--- config.mk ---
export PLATFORM = sky130hd
export DESIGN_NAME = mac_issue_ctrl
export DESIGN_NICKNAME = d
export VERILOG_FILES = /design/src/rtl/mac_issue_ctrl_pkg.sv /design/src/rtl/mac_issue_ctrl_tracker.sv /design/src/rtl/mac_issue_ctrl.sv
export SDC_FILE = /design/constraint.sdc
export NUM_CORES = 1
export LEC_CHECK = 0
export CORE_MARGIN = 10
export CORE_UTILIZATION = 49
export CTS_BUF_LIST = sky130_fd_sc_hd__clkbuf_4 sky130_fd_sc_hd__clkbuf_8 sky130_fd_sc_hd__clkbuf_16
export DETAILED_ROUTE_END_ITERATION = 6
export PLACE_DENSITY = 0.95
export SLEW_MARGIN = 10
export SYNTH_ARGS = -nofsm -noshare
export SYNTH_HDL_FRONTEND = slang
export SYNTH_SLANG_ARGS = --single-unit
--- constraint.sdc ---
create_clock -name clk -period 7.75 [get_ports clk]
set_input_delay 0.775 -clock clk [delete_from_list [all_inputs] [get_ports clk]]
set_output_delay 0.775 -clock clk [all_outputs]
set_load 0.005 [all_outputs]
--- src/rtl/mac_issue_ctrl_pkg.sv ---
// Shared types for the MAC issue controller: decoded-instruction bundle, tracker entry, FSM states.
// Latency: n/a (type definitions only).
// Backpressure: n/a.
package mac_issue_ctrl_pkg;

    // Pipeline depth of the mac unit; one tracker entry per stage.
    localparam int MAC_DEPTH = 4;

    // Decoded instruction as produced by IDU1 (subset of fields relevant to MAC issue).
    typedef struct packed {
        logic        mac;
        logic        macrst;
        logic        legal;
        logic        nop;
        logic [4:0]  rd_addr;
        logic [4:0]  rs1_addr;
        logic [4:0]  rs2_addr;
        logic [31:0] imm;
    } idu1_out_t;

    // One in-flight MAC result: destination register and whether the slot is occupied.
    typedef struct packed {
        logic       valid;
        logic [4:0] rd;
    } mac_trk_t;

    typedef enum logic [1:0] {
        IDLE  = 2'd0,
        RUN   = 2'd1,
        DRAIN = 2'd2
    } mac_ctl_st_e;

endpackage

--- src/rtl/mac_issue_ctrl_tracker.sv ---
// Shadow of the mac pipeline: one {valid, rd} entry per stage, with occupancy and rd match vectors.
// Latency: entry 0 loads on the issue edge; match/occupancy outputs are combinational from the entries.
// Backpressure: freeze holds every entry so the shadow stays in lockstep with mac.
//
// Ports: clk/rst_n; freeze; load_vld/load_rd (new entry 0); qa/qb/qc_addr query addresses;
//        qa/qb/qc_hit per-entry matches (valid entries with rd != 0 only); inflight and
//        inflight_nxt (occupancy now and after the coming edge).
module mac_inflight_tracker
    import mac_issue_ctrl_pkg::*;
#(
    parameter int MAC_DEPTH = mac_issue_ctrl_pkg::MAC_DEPTH
) (
    input  logic                           clk,
    input  logic                           rst_n,
    input  logic                           freeze,
    input  logic                           load_vld,
    input  logic [4:0]                     load_rd,
    input  logic [4:0]                     qa_addr,
    input  logic [4:0]                     qb_addr,
    input  logic [4:0]                     qc_addr,
    output logic [MAC_DEPTH-1:0]           qa_hit,
    output logic [MAC_DEPTH-1:0]           qb_hit,
    output logic [MAC_DEPTH-1:0]           qc_hit,
    output logic [$clog2(MAC_DEPTH+1)-1:0] inflight,
    output logic [$clog2(MAC_DEPTH+1)-1:0] inflight_nxt
);

    localparam int IW = $clog2(MAC_DEPTH+1);

    mac_trk_t trk_q [MAC_DEPTH];
    mac_trk_t trk_d [MAC_DEPTH];

    // Entry k mirrors mac stage k+1; the last entry falls off as mac writes back.
    always_comb begin
        for (int k = 0; k < MAC_DEPTH; k++) begin
            trk_d[k] = trk_q[k];
        end
        if (!freeze) begin
            trk_d[0] = {load_vld, load_rd};
            for (int k = 1; k < MAC_DEPTH; k++) begin
                trk_d[k] = trk_q[k-1];
            end
        end
    end

    // x0 results never create a dependency, so those entries never match.
    always_comb begin
        inflight     = '0;
        inflight_nxt = '0;
        qa_hit       = '0;
        qb_hit       = '0;
        qc_hit       = '0;
        for (int k = 0; k < MAC_DEPTH; k++) begin
            inflight     = inflight + IW'(trk_q[k].valid);
            inflight_nxt = inflight_nxt + IW'(trk_d[k].valid);
            qa_hit[k]    = trk_q[k].valid && (trk_q[k].rd != 5'd0) && (trk_q[k].rd == qa_addr);
            qb_hit[k]    = trk_q[k].valid && (trk_q[k].rd != 5'd0) && (trk_q[k].rd == qb_addr);
            qc_hit[k]    = trk_q[k].valid && (trk_q[k].rd != 5'd0) && (trk_q[k].rd == qc_addr);
        end
    end

    always_ff @(posedge clk or negedge rst_n) begin
        if (!rst_n) begin
            for (int k = 0; k < MAC_DEPTH; k++) begin
                trk_q[k] <= '0;
            end
        end else begin
            for (int k = 0; k < MAC_DEPTH; k++) begin
                trk_q[k] <= trk_d[k];
            end
        end
    end

endmodule

--- src/rtl/mac_issue_ctrl.sv ---
// Issue controller in front of mac: RAW/WAW hazard stalls, macrst serialisation, stall counter.
// Latency: zero; mac_ctrl is combinational from in_ctrl so mac stage 1 captures it on the issue edge.
// Backpressure: stall holds IDU1; freeze holds tracker, FSM occupancy and counter.
//
// Ports: clk/rst_n; freeze (global pipeline hold); flush (drop presented instruction);
//        in_valid/in_ctrl (decoded instruction); stall (hold IDU1); mac_ctrl (to mac);
//        inflight (tracker occupancy); drain (FSM in DRAIN); stall_cnt (saturating stall cycles).
module mac_issue_ctrl
    import mac_issue_ctrl_pkg::*;
#(
    parameter int MAC_DEPTH = mac_issue_ctrl_pkg::MAC_DEPTH,
    parameter int CNT_W     = 32
) (
    input  logic                           clk,
    input  logic                           rst_n,
    input  logic                           freeze,
    input  logic                           flush,
    input  logic                           in_valid,
    input  idu1_out_t                      in_ctrl,
    output logic                           stall,
    output idu1_out_t                      mac_ctrl,
    output logic [$clog2(MAC_DEPTH+1)-1:0] inflight,
    output logic                           drain,
    output logic [CNT_W-1:0]               stall_cnt
);

    localparam int IW = $clog2(MAC_DEPTH+1);

    mac_ctl_st_e          st_q, st_d;
    logic                 drain_q;
    logic [CNT_W-1:0]     cnt_q, cnt_d;

    logic                 mac_class;
    logic                 live;
    logic                 hazard;
    logic                 issue;
    logic                 issue_mac;
    logic                 load_vld;
    logic [MAC_DEPTH-1:0] hit_rs1, hit_rs2, hit_rd;
    logic [IW-1:0]        inflight_nxt;

    mac_inflight_tracker #(
        .MAC_DEPTH (MAC_DEPTH)
    ) u_trk (
        .clk          (clk),
        .rst_n        (rst_n),
        .freeze       (freeze),
        .load_vld     (load_vld),
        .load_rd      (in_ctrl.rd_addr),
        .qa_addr      (in_ctrl.rs1_addr),
        .qb_addr      (in_ctrl.rs2_addr),
        .qc_addr      (in_ctrl.rd_addr),
        .qa_hit       (hit_rs1),
        .qb_hit       (hit_rs2),
        .qc_hit       (hit_rd),
        .inflight     (inflight),
        .inflight_nxt (inflight_nxt)
    );

    // stall is built only from registered state and in_ctrl; issue is derived from it,
    // never fed back, so there is no combinational loop through IDU1.
    always_comb begin
        mac_class = (in_ctrl.mac | in_ctrl.macrst) & in_ctrl.legal & ~in_ctrl.nop;
        live      = in_valid & in_ctrl.legal & ~in_ctrl.nop & ~flush;
        // MAC after MAC to the same rd is forwarded inside mac, so WAW only applies to non-MAC writers.
        hazard    = (|hit_rs1) | (|hit_rs2) | (~mac_class & (|hit_rd));
        stall     = live & (hazard | (st_q == DRAIN) | (in_ctrl.macrst & (inflight != '0)));
        issue     = live & ~stall & ~freeze;
        issue_mac = issue & mac_class;
        // macrst produces no register result, so it does not occupy a tracker slot.
        load_vld  = issue_mac & ~in_ctrl.macrst;
        mac_ctrl  = issue_mac ? in_ctrl : '0;
    end

    // State follows next-cycle occupancy so that DRAIN hands over to IDLE in the very
    // first cycle the tracker is empty, letting the held macrst issue immediately.
    always_comb begin
        st_d = st_q;
        unique case (st_q)
            IDLE: begin
                if (inflight_nxt != '0) st_d = RUN;
            end
            RUN: begin
                if (live && in_ctrl.macrst)    st_d = DRAIN;
                else if (inflight_nxt == '0)   st_d = IDLE;
            end
            DRAIN: begin
                if (flush || (inflight_nxt == '0)) begin
                    st_d = (inflight_nxt != '0) ? RUN : IDLE;
                end
            end
            default: st_d = IDLE;
        endcase
    end

    always_comb begin
        cnt_d = cnt_q;
        if (stall && !freeze && !(&cnt_q)) begin
            cnt_d = cnt_q + CNT_W'(1);
        end
    end

    always_ff @(posedge clk or negedge rst_n) begin
        if (!rst_n) begin
            st_q    <= IDLE;
            drain_q <= 1'b0;
            cnt_q   <= '0;
        end else begin
            st_q    <= st_d;
            drain_q <= (st_d == DRAIN);
            cnt_q   <= cnt_d;
        end
    end

    assign drain     = drain_q;
    assign stall_cnt = cnt_q;

endmodule

==> results.toml <==
[clock_tree]
clock-sinks = 59
cts_setup_buffers = 0
clock_latency_ns = 0.34
number_of_buffers_added_by_the_clock_tree_synthesis_step = 9
clock_tree.htree_level_count = 3
cts_tree = "yes"
ctsHoldBuffers = 0
max-clock-path-buffers = 2
clkSlewWorstSetupHoldPaths_ns = 0.06
cts_resized = 0
clock_tree.root_cell = "sky130_fd_sc_hd__clkbuf_8"

[placed_design]
numPortBuffers = 142
globalplace.congestion = 1.000
detailedPlacementHpwl_um = 9624
post-place-cells = 632

[pwr]
switching_share_pct = 26.71
power.density_mw_per_mm2 = 147.3
p_comb_share_pct = 18.2
p_leak_nw = 2.402
intPower_mw = 0.6033
sequentialPowerShare_pct = 44.9
power.net_switching_mw = 0.2199
power.ir.vdd_worst_uv = 107.8
share_clk_of_total_power_pct = 36.9

[global_routing]
global_route_total_usage_across_every_layer_pct = 19.74
largest_net_degree_at_the_start_of_global_routing = 60
antenna_found_initial = 0
global_route.overflow_total = 0
grt_pass1_vias = 3694
grt_pass1_wl_um = 20070

[timing]
fin_worst_hold_slack_ns = 0.4929
fin_setup_tns_ns = 0
relative_slew_slack_pct = 22.95
timing_worst_slew_pin_value_ns = 1.156
portion_of_the_clock_cycle_consumed_by_the_worst_path_in_the_final_layout_pct = 65.61
fmax_ghz = 0.1967
setup_repair_after_global_routing_missed_its_margin = "no"
finalSetupViolations = 0
timing_hold_violations_final = 0
period_needed_ns = 5.085
drv_slew = 0
finClkSkew_ns = 0.005540

[critical_path]
r2r_slack_ns = 2.86
cp-start-kind = "flip-flop"
criticalPathCategory = "flip-flop to output pin"
crit_required_ns = 6.97
cp.arrival_ns = 4.31
slowest_stage = "sky130_fd_sc_hd__and3_1"
delay_of_the_slowest_cell_on_the_worst_path_ns = 1.01
critical_path.max_fanout = 51
cells_along_the_critical_path = "ha_1 -> inv_1 -> fa_1 -> inv_1 -> ha_1 -> or3_1 -> a222oi_1 -> and3_1 -> and2_1 -> clkdlybuf4s50_1"
end_kind = "output pin"

[finish]
diodes = 0
stdcell_count = 648
fraction_of_layout_instances_using_a_drive_strength_above_1_pct = 8.103
layout.cells.most_common_list = "sky130_fd_sc_hd__clkdlybuf4s50_1, sky130_fd_sc_hd__dfrtp_1, sky130_fd_sc_hd__and2_1"
finalNetCount = 601
mostFrequentLayoutCell = "sky130_fd_sc_hd__clkdlybuf4s50_1"
areaGrowthSynthToFinish_pct = 38.43
num-fill-cells = 573

[synth]
yosys.area.top_type_share_pct = 36.57
synth_fp_nets = 492
post_synth.cell_area_avg_um2 = 9.412
syn-instance-count = 429
post-synth-top-area-cell = "sky130_fd_sc_hd__dfrtp_1"
dominantRegCellSynth = "sky130_fd_sc_hd__dfrtp_1"
ys_async_sr_fraction_pct = 100.0
yosysWarningCount = 0
synth_top_cells_by_area = "sky130_fd_sc_hd__dfrtp_1, sky130_fd_sc_hd__xnor2_1, sky130_fd_sc_hd__xor2_1"
synth_enable_flop_cells = 0
synth.cell_area_mm2 = 0.004038
synth.lib_cells_used.distinct = 45
postSynthRegisterBits = 59
yosysSeqAreaShare_pct = 36.57

[floorplanning]
die_x_um = 110.8
die_height_um = 110.8
std_cell_rows = 33
initial_core_utilization_pct = 49.64
die_ar_mm2 = 0.01227
pin_count = 144
coreArea_mm2 = 0.008134

[detailed_routing]
drtAntennaViolNets = 0
drt_drc_violations_left = 0
routed_via_density = 5.463
detail_route.iter0.violations = 206
wl_per_cell_um = 18.98
dr_total_vias = 3540
firstDrtPassIters = 4
totalWireLength_um = 12300

[worst_hold_path]
hold_path_class = "flip-flop to flip-flop"

[run]
timing.max_cap.violations = 0

[run_status]
outcome = "completed"
## power by group through the flow
stage               logic [mW]  registers, mW  clock network (mW)
finish                   0.150          0.370               0.303
global route             0.164          0.372               0.323
CTS                      0.150          0.369               0.307
detailed placement       0.149          0.374                   0
global placement         0.145          0.372                   0
floorplan                0.123          0.344                   0
## synth_stat cells (all sizes together) (2+ instances only)
| master | instances |
|---|---|
| nor2 | 10 |
| fa | 2 |
| mux2 | 22 |
| xor2 | 40 |
| nor3 | 28 |
| nor4 | 6 |
| and4 | 8 |
| clkbuf | 28 |
| and2 | 52 |
| nor2b | 2 |
| nand3 | 23 |
| or4 | 2 |
| nand2 | 18 |
| o21a | 3 |
| inv | 14 |
| dfrtp | 59 |
| o22ai | 6 |
| nor3b | 2 |
| and3 | 5 |
| nand4 | 5 |
| xnor2 | 51 |
| a222oi | 2 |
| buf | 18 |
| ha | 5 |
| a21oi | 3 |
## layout make-up
type | instances | area [um^2] | area share [%]
timing repair buffer | 144 | 1431 | 25.61
clock inverter | 1 | 30.03 | 0.5373
clock buffer | 15 | 187.7 | 3.358
sequential | 59 | 1476 | 26.42
inverter | 14 | 52.55 | 0.9402
tap | 105 | 131.4 | 2.351
multi-input combinational | 310 | 2280 | 40.79
## metrics by stage
step	setup slack (ns)	area [um^2]	util (%)	total power, mW
after floorplan	4.015	4038	-	0.4667
after global placement	2.919	5371	66.04	0.5163
after detailed placement	2.770	5371	66.04	0.5232
after CTS	2.640	5589	68.71	0.8257
after global routing	2.356	5589	68.71	0.8595
final	2.665	5589	68.71	0.8231
## cell families after synthesis
family          Yosys count  share of synthesized area, %
simple gates            168                         23.61
xor+xnor                 91                         19.74
buf+inv                  60                         6.972
flops                    59                         36.57
mux                      23                         6.477
compound gates           20                         3.998
fa+ha+maj                 7                         2.541
other cells               1                       0.09288
## sequential cells by signal (all words and copies together) (netlist names)
name	flops
st_q	2
drain	1
stall_cnt	32
u_trk.trk_q	24
## worst paths after layout
check                                           from                    endpoint  cells past startpoint
min reg2reg                stall_cnt[27]$_DFFE_PN0P_   stall_cnt[27]$_DFFE_PN0P_                      1
min in group asynchronous                      rst_n    stall_cnt[1]$_DFFE_PN0P_                      2
max in group asynchronous                      rst_n  u_trk.trk_q[4]$_DFFE_PN0N_                      2
max                        u_trk.trk_q[23]$_DFF_PN0_                mac_ctrl[16]                     10
max reg2reg                u_trk.trk_q[23]$_DFF_PN0_           st_q[1]$_DFF_PN0_                     16
min                        stall_cnt[27]$_DFFE_PN0P_   stall_cnt[27]$_DFFE_PN0P_                      1
## critical path: cells and delay by family, from the launching register on
family | cells | cell delay [ns]
adder cells (fa/ha/maj) | 3 | 0.85
buffers and inverters | 3 | 0.63
AO/OA/AOI/OAI | 1 | 0.40
AND/OR/NAND/NOR | 3 | 1.65
flip-flops | 1 | 0.42
## layer usage
metal  vias to the layer above  share of wire, %  GRT usage [%]
li1                       1636                 -              -
met1                      1680                40          22.63
met2                       201                48          32.98
met3                        23               9.7          6.548
met4                         0               2.4          8.073
met5                         -                 0              0
(Power assumes the default switching activity.)
